<file path="src/rtl/operand_pkg.sv">
// Shared types and helpers for the operand skid stage: state encoding,
// the default-width operand bundle and the stall-counter ceiling.
package operand_pkg;

    localparam int OPERAND_WIDTH = 8;

    typedef enum logic [1:0] {
        EMPTY = 2'd0,
        ONE   = 2'd1,
        FULL  = 2'd2
    } skid_state_e;

    typedef struct packed {
        logic                     a;
        logic [OPERAND_WIDTH-1:0] c;
        logic [OPERAND_WIDTH-1:0] d;
        logic [OPERAND_WIDTH-1:0] e;
    } operand_bundle_t;

    // Largest value a cnt_w-bit counter can hold; widths of 32 or more clamp to 32 bits.
    function automatic int unsigned STALL_CNT_MAX(input int unsigned cnt_w);
        if (cnt_w >= 32) begin
            return 32'hFFFF_FFFF;
        end
        return (32'd1 << cnt_w) - 32'd1;
    endfunction

endpackage

</file>
<file path="src/rtl/operand_skid_stage.sv">
// Two-entry valid/ready skid stage holding the operand bundle for the selector,
// with a registered ready and a saturating back-pressure counter.
module operand_skid_stage
    import operand_pkg::*;
#(
    parameter int WIDTH = OPERAND_WIDTH,
    parameter int CNT_W = 16
) (
    input  logic             i_clk,
    input  logic             i_arst_n,
    input  logic             i_valid,
    output logic             o_ready,
    input  logic             i_a,
    input  logic [WIDTH-1:0] i_c,
    input  logic [WIDTH-1:0] i_d,
    input  logic [WIDTH-1:0] i_e,
    output logic             o_valid,
    input  logic             i_ready,
    output logic             o_a,
    output logic [WIDTH-1:0] o_c,
    output logic [WIDTH-1:0] o_d,
    output logic [WIDTH-1:0] o_e,
    output logic [CNT_W-1:0] o_stall_cnt
);

    localparam logic [CNT_W-1:0] STALL_MAX = CNT_W'(STALL_CNT_MAX(CNT_W));

    // Same layout as operand_bundle_t, but following this instance's WIDTH.
    typedef struct packed {
        logic             a;
        logic [WIDTH-1:0] c;
        logic [WIDTH-1:0] d;
        logic [WIDTH-1:0] e;
    } bundle_t;

    skid_state_e      state_q;
    skid_state_e      state_d;
    logic             ready_q;
    logic             valid_q;
    bundle_t          main_q;
    bundle_t          skid_q;
    bundle_t          in_bundle;
    logic [CNT_W-1:0] stall_q;
    logic             xfer_in;
    logic             xfer_out;
    logic             load_main;
    logic             load_skid;
    logic             main_from_skid;

    assign xfer_in   = i_valid && ready_q;
    assign xfer_out  = valid_q && i_ready;
    assign in_bundle = '{a: i_a, c: i_c, d: i_d, e: i_e};

    // Handshake flags are decoded from the next state so both leave a flop.
    always_ff @(posedge i_clk or negedge i_arst_n) begin
        if (!i_arst_n) begin
            state_q <= EMPTY;
            ready_q <= 1'b1;
            valid_q <= 1'b0;
        end else begin
            state_q <= state_d;
            ready_q <= (state_d != FULL);
            valid_q <= (state_d != EMPTY);
        end
    end

    always_comb begin
        state_d = state_q;
        case (state_q)
            EMPTY: begin
                if (xfer_in) state_d = ONE;
            end
            ONE: begin
                if (xfer_in && !xfer_out)      state_d = FULL;
                else if (!xfer_in && xfer_out) state_d = EMPTY;
            end
            FULL: begin
                if (xfer_out) state_d = ONE;
            end
            default: state_d = EMPTY;
        endcase
    end

    always_comb begin
        load_main      = 1'b0;
        load_skid      = 1'b0;
        main_from_skid = 1'b0;
        case (state_q)
            EMPTY: load_main = xfer_in;
            ONE: begin
                load_main = xfer_in && xfer_out;
                load_skid = xfer_in && !xfer_out;
            end
            FULL: begin
                load_main      = xfer_out;
                main_from_skid = 1'b1;
            end
            default: ;
        endcase
    end

    always_ff @(posedge i_clk or negedge i_arst_n) begin
        if (!i_arst_n) begin
            main_q <= '0;
            skid_q <= '0;
        end else begin
            if (load_main) main_q <= main_from_skid ? skid_q : in_bundle;
            if (load_skid) skid_q <= in_bundle;
        end
    end

    always_ff @(posedge i_clk or negedge i_arst_n) begin
        if (!i_arst_n) begin
            stall_q <= '0;
        end else if (valid_q && !i_ready && (stall_q != STALL_MAX)) begin
            stall_q <= stall_q + 1'b1;
        end
    end

    assign o_ready     = ready_q;
    assign o_valid     = valid_q;
    assign o_a         = main_q.a;
    assign o_c         = main_q.c;
    assign o_d         = main_q.d;
    assign o_e         = main_q.e;
    assign o_stall_cnt = stall_q;

endmodule

</file>
<file path="config.mk">
export PLATFORM = sky130hd
export DESIGN_NAME = operand_skid_stage
export DESIGN_NICKNAME = d
export VERILOG_FILES = /design/src/rtl/operand_pkg.sv /design/src/rtl/operand_skid_stage.sv
export SDC_FILE = /design/constraint.sdc
export NUM_CORES = 1
export LEC_CHECK = 0
export BUFFER_PORTS_ARGS = -buffer_cell sky130_fd_sc_hd__buf_4
export CORE_MARGIN = 1.5
export CORE_UTILIZATION = 37
export CTS_BUF_LIST = sky130_fd_sc_hd__clkbuf_4 sky130_fd_sc_hd__clkbuf_8
export CTS_CLUSTER_DIAMETER = 150
export DETAILED_ROUTE_END_ITERATION = 10
export PLACE_DENSITY_LB_ADDON = 0.12
export SYNTH_ARGS = -nofsm -noshare
export SYNTH_HDL_FRONTEND = slang
export SYNTH_SLANG_ARGS = --single-unit
</file>
<file path="constraint.sdc">
create_clock -name i_clk -period 2.8 [get_ports i_clk]
set_clock_uncertainty 0.15 [all_clocks]
set_input_delay 0.56 -clock i_clk [delete_from_list [all_inputs] [get_ports i_clk]]
set_output_delay 0.56 -clock i_clk [all_outputs]
set_load 0.02 [all_outputs]
</file>
# Yosys cells after proc, flatten, opt, wreduce, memory -nomap -nowiden
# Index checks and enable logic that the tools add are counted.
# op_classes
n_addsub	1
eq_ne	4
muxes	9
reduce_logical	12
# ops
cell	count
$mux 25	1
$add 16x1->16 const B	1
$ne 16x16->1 const B	1
$mux 2	4
$logic_and 1x1->1	7
$pmux 2 s3	1
$logic_not 1->1	3
$pmux 1 s3	1
$eq 2x1->1 const B	1
$eq 2x2->1 const B	1
$logic_not 2->1	1
$mux 1	2
$ne 2x2->1 const B	1
$reduce_bool 2->1	1
# word_totals
regBits	70
in_bits	29
out_inout_bits	43

# Depth between registers and ports, before layout
# logic_depth
depth_word	7
ltp_mapped	8
mapped_depth_nobuf	5

# Worst setup path after synthesis
# OpenSTA, ideal clock, no wires.
# synth_timing
path_kind	reg2reg
startpoint	register stall_q[0], in the netlist o_stall_cnt[0]
endpoint	register stall_q[14], in the netlist o_stall_cnt[14]
arrival_ns	1.744
t_required_ns	2.525
setup_slack_ns	0.781
path_stages_with_launch	6
path_buffers	0
period_less_slack_ns	2.019
path_cell_list	dfrtp_1 -> ha_1 -> nand4b_2 -> nor4_1 -> nand3_1 -> mux2_2
# synth_via
elab_chain_len	2
elab_cells_between_ends	3
classes_between	add/sub: 1; eq/ne: 1; reduce/logical: 1
# synth_rtl
item	line	text
from (decl)	operand_skid_stage.sv:43	logic [CNT_W-1:0] stall_q;
from (signal assigned)	operand_skid_stage.sv:116	stall_q <= stall_q + 1'b1;
parallel branches: the longest is 2 deep, another holds $add 16x1->16	n/a	
# Parallel ways; which one is timed is not known.
# A chain may end at the register's enable or synchronous reset.

# Worst setup path in the final report
# layout_timing
startpoint	register state_q[0]
endpoint	register main_q, in the netlist o_d[7]
# layout_via
elab_chain_len	3
elab_cells_between_ends	6
classes_between	eq/ne: 2; mux: 3; reduce/logical: 1
# layout_rtl
item	line	text
from (decl)	operand_skid_stage.sv:36	skid_state_e state_q;
from (signal assigned)	operand_skid_stage.sv:61	state_q <= state_d;
$eq 2x2->1	operand_skid_stage.sv:88	case (state_q)
$mux 1	operand_skid_stage.sv:88	
$mux 25	operand_skid_stage.sv:107	if (load_main) main_q <= main_from_skid ? skid_q : in_bundle;
to (signal assigned)	operand_skid_stage.sv:107	
to (decl)	operand_skid_stage.sv:40	bundle_t main_q;
# Parallel ways exist; a longest one is shown, timed or not.

==> results.yml <==
setup_path:
  critPathLaunchType: "flip-flop"
  cp.arrival_ps: 2580
  critPathCaptureType: "flip-flop"
  critical_path_class: "reg -> reg"
  crit_fanout: 26
  crit_required_ps: 2860
clocking:
  cts_hold_buf: 0
  cts_tree: "built"
  clock_path_buffers: 2
  cts_made_buffers: 9
  clock_latency_ps: 330
  htree_levels: 3
  clk_pin_slew_ps: 70
  ctsResizeCount: 0
  ctsRootBufferMaster: "clkbuf_8"
  cts_num_sinks: 70
  cts_setup_buffers: 0
timing:
  finalSetupViolCount: 0
  maxSlewHeadroom: 0.226
  finalCritPeriodShare: 0.903
  rsz0062_at_grt: "false"
  tightest_slew_ps: 1160
  final_hold_viol_count: 0
  fmax_ghz: 0.396
  period_needed_ps: 2530
  slew_violations: 0
  setup_tns_ps: 0
yosys:
  ys_ff_latch: 70
  synthesis.nets: 307
  yosysUniqueCellTypes: 35
  avgSynthCellArea_um2: 11.4
  ys_seq_area_frac: 0.554
  synth.cell_area_um2: 3160
  synth_top_area_cell: "dfrtp_1"
  syn-instance-count: 277
  ys_warn_count: 0
  synth_top_area_frac: 0.546
  synthTopCellsByArea: "dfrtp_1, mux2_2, nand2_1"
run_status:
  outcome: "complete, no violations"
grt:
  grt_overflow: 0
  grt_start_max_net_pins: 71
  grt_usage: 0.158
  grt_pass1_wl_um: 10800
  antenna_found_initial: 0
  first_global_vias: 2240
die:
  die_w_um: 95.4
  rows: 33
  ios: 72
  core_area_um2: 8260
  dieHeight_um: 95.4
  initial_utilization: 0.383
  dieArea_um2: 9110
route:
  dr.pass1.iters: 4
  vias_per_cell: 4.88
  antenna_left: 0
  num_vias: 2251
  drt_iter0_drc: 100
  drc: 0
  wl_um: 6570
  wl_per_cell_um: 14.3
placed_design:
  dpl.hpwl_um: 4370
  place_congestion: 0.767
  portBuffers: 71
power_and_ir_drop:
  p_leak_uw: 0.00197
  power_uw: 4320
  powerDensity_nw_per_um2: 1070
  ir_drop_mv: 0.471
finish:
  syn2layout_area_growth_pct: 27.1
  nNetsFinal: 381
  antenna_cells: 0
  layout-drive-gt1-share: 0.424
min_path:
  hold_path_class: "in -> async"
flow_run:
  cap_violations: 0
[cell type report]
cell class                      instances  area (µm²)
Clock buffer                           12         153
Clock inverter                          4        70.1
Fill cell                             803        4240
Inverter                                1        3.75
Multi-Input combinational cell        194        1350
Sequential cell                        70        1750
Tap cell                              105         131
Timing Repair Buffer                   75         563
[report_power, final]
group          switching, µW  leakage (µW)  internal (µW)  total (µW)
registers                286      0.000853           1450        1740
clock network            355      0.000117            544         899
logic                    815       0.00100            863        1680
total                   1460       0.00197           2860        4320
[cells in the final DEF, fill, tap and decap left out, types with 2 or more instances in the layout]
cell        n
bufinv_16   2
clkbuf_8   10
nor4b_1     2
o21ai_0     2
xnor2_1     2
mux2_2     52
buf_4      75
nor2_1      4
nor2b_2     2
a21boi_0    2
nand3_1     8
nor3_1      5
clkbuf_4    2
dfrtp_1    69
clkinv_2    2
nand2b_1    2
nand2_1    81
nor4_1      3
nand4_1     5
xor2_1      9
[Yosys cell counts]
cell      number
nand4_4        1
mux2_2        52
nand2_1       81
dfrtp_1       69
a31oi_1        1
a21oi_1        1
a21boi_0       2
nand4_1        5
nor4b_1        2
dfstp_2        1
o21a_1         1
xor2_1         9
or2_2          1
clkbuf_1       5
nor2b_2        1
nor4_1         3
nor2b_1        2
nor2_1         4
and4_1         1
nand4b_2       1
ha_1           1
mux2_4         1
nand2b_1       2
o31a_1         1
buf_2          4
nor3_1         5
o21bai_1       1
o21ai_0        2
inv_1          1
nand3_1        8
buf_4          3
and3b_1        1
nor3b_1        1
nor4_4         1
xnor2_1        2
[logic make-up after synthesis]
group,count (synthesis),synth area share
AOI/OAI and AO/OA,9,0.0190
xor gates and xnor gates,11,0.0305
adders and majority gates,1,0.00396
buffers and inverters,13,0.0206
DFF,70,0.554
muxes,53,0.190
and+or+nand+nor,120,0.182
[worst paths after layout]
kind,startpoint,endpoint,slack (ps),cells past startpoint
worst max-delay path,state_q[0]$_DFF_PN0_,o_d[7]$_DFFE_PN0P_,270,5
worst max register to register,state_q[0]$_DFF_PN0_,o_d[7]$_DFFE_PN0P_,270,5
min in group i_clk,i_d[3],skid_q[11]$_DFFE_PN0P_,320,2
max in group asynchronous,i_arst_n,o_d[7]$_DFFE_PN0P_,1740,1
worst min-delay path,i_arst_n,o_stall_cnt[10]$_DFFE_PN0P_,200,1
worst min register to register,skid_q[7]$_DFFE_PN0P_,skid_q[7]$_DFFE_PN0P_,360,1
[routing by layer]
layer / share of wire / global-route usage / wire, µm / vias to the layer above
met5: 0 / 0 / 0 / -
met4: 0.0058 / 0.0466 / 38 / 0
met3: 0.062 / 0.0630 / 409 / 4
met2: 0.50 / 0.262 / 3280 / 54
met1: 0.43 / 0.189 / 2850 / 1100
li1: - / - / - / 1093
[flip-flops by register name (all words and copies together) (netlist names), 2 cells and up]
name	cells
o_d	8
state_q	2
o_c	8
o_e	8
o_stall_cnt	16
skid_q	25
[worst max-delay path, stage by stage, from the launching register on]
cell and delay [ps]:
dfrtp_1 460, nor2b_2 920, o21bai_1 210, o31a_1 160, buf_4 220, mux2_2 290
[per-stage QoR]
step                      std cells  setup WS, ps   util  hold WS, ps  instance area (µm²)
after floorplan                 277           781      -          114                 3160
after global placement          445           285  0.460          336                 3800
after detailed placement        445           214  0.460          343                 3800
after CTS                       461           224  0.487          226                 4020
after global routing            461           105  0.487          257                 4020
final                           461           273  0.487          203                 4020
No activity file was read; power rests on OpenSTA's default activity.
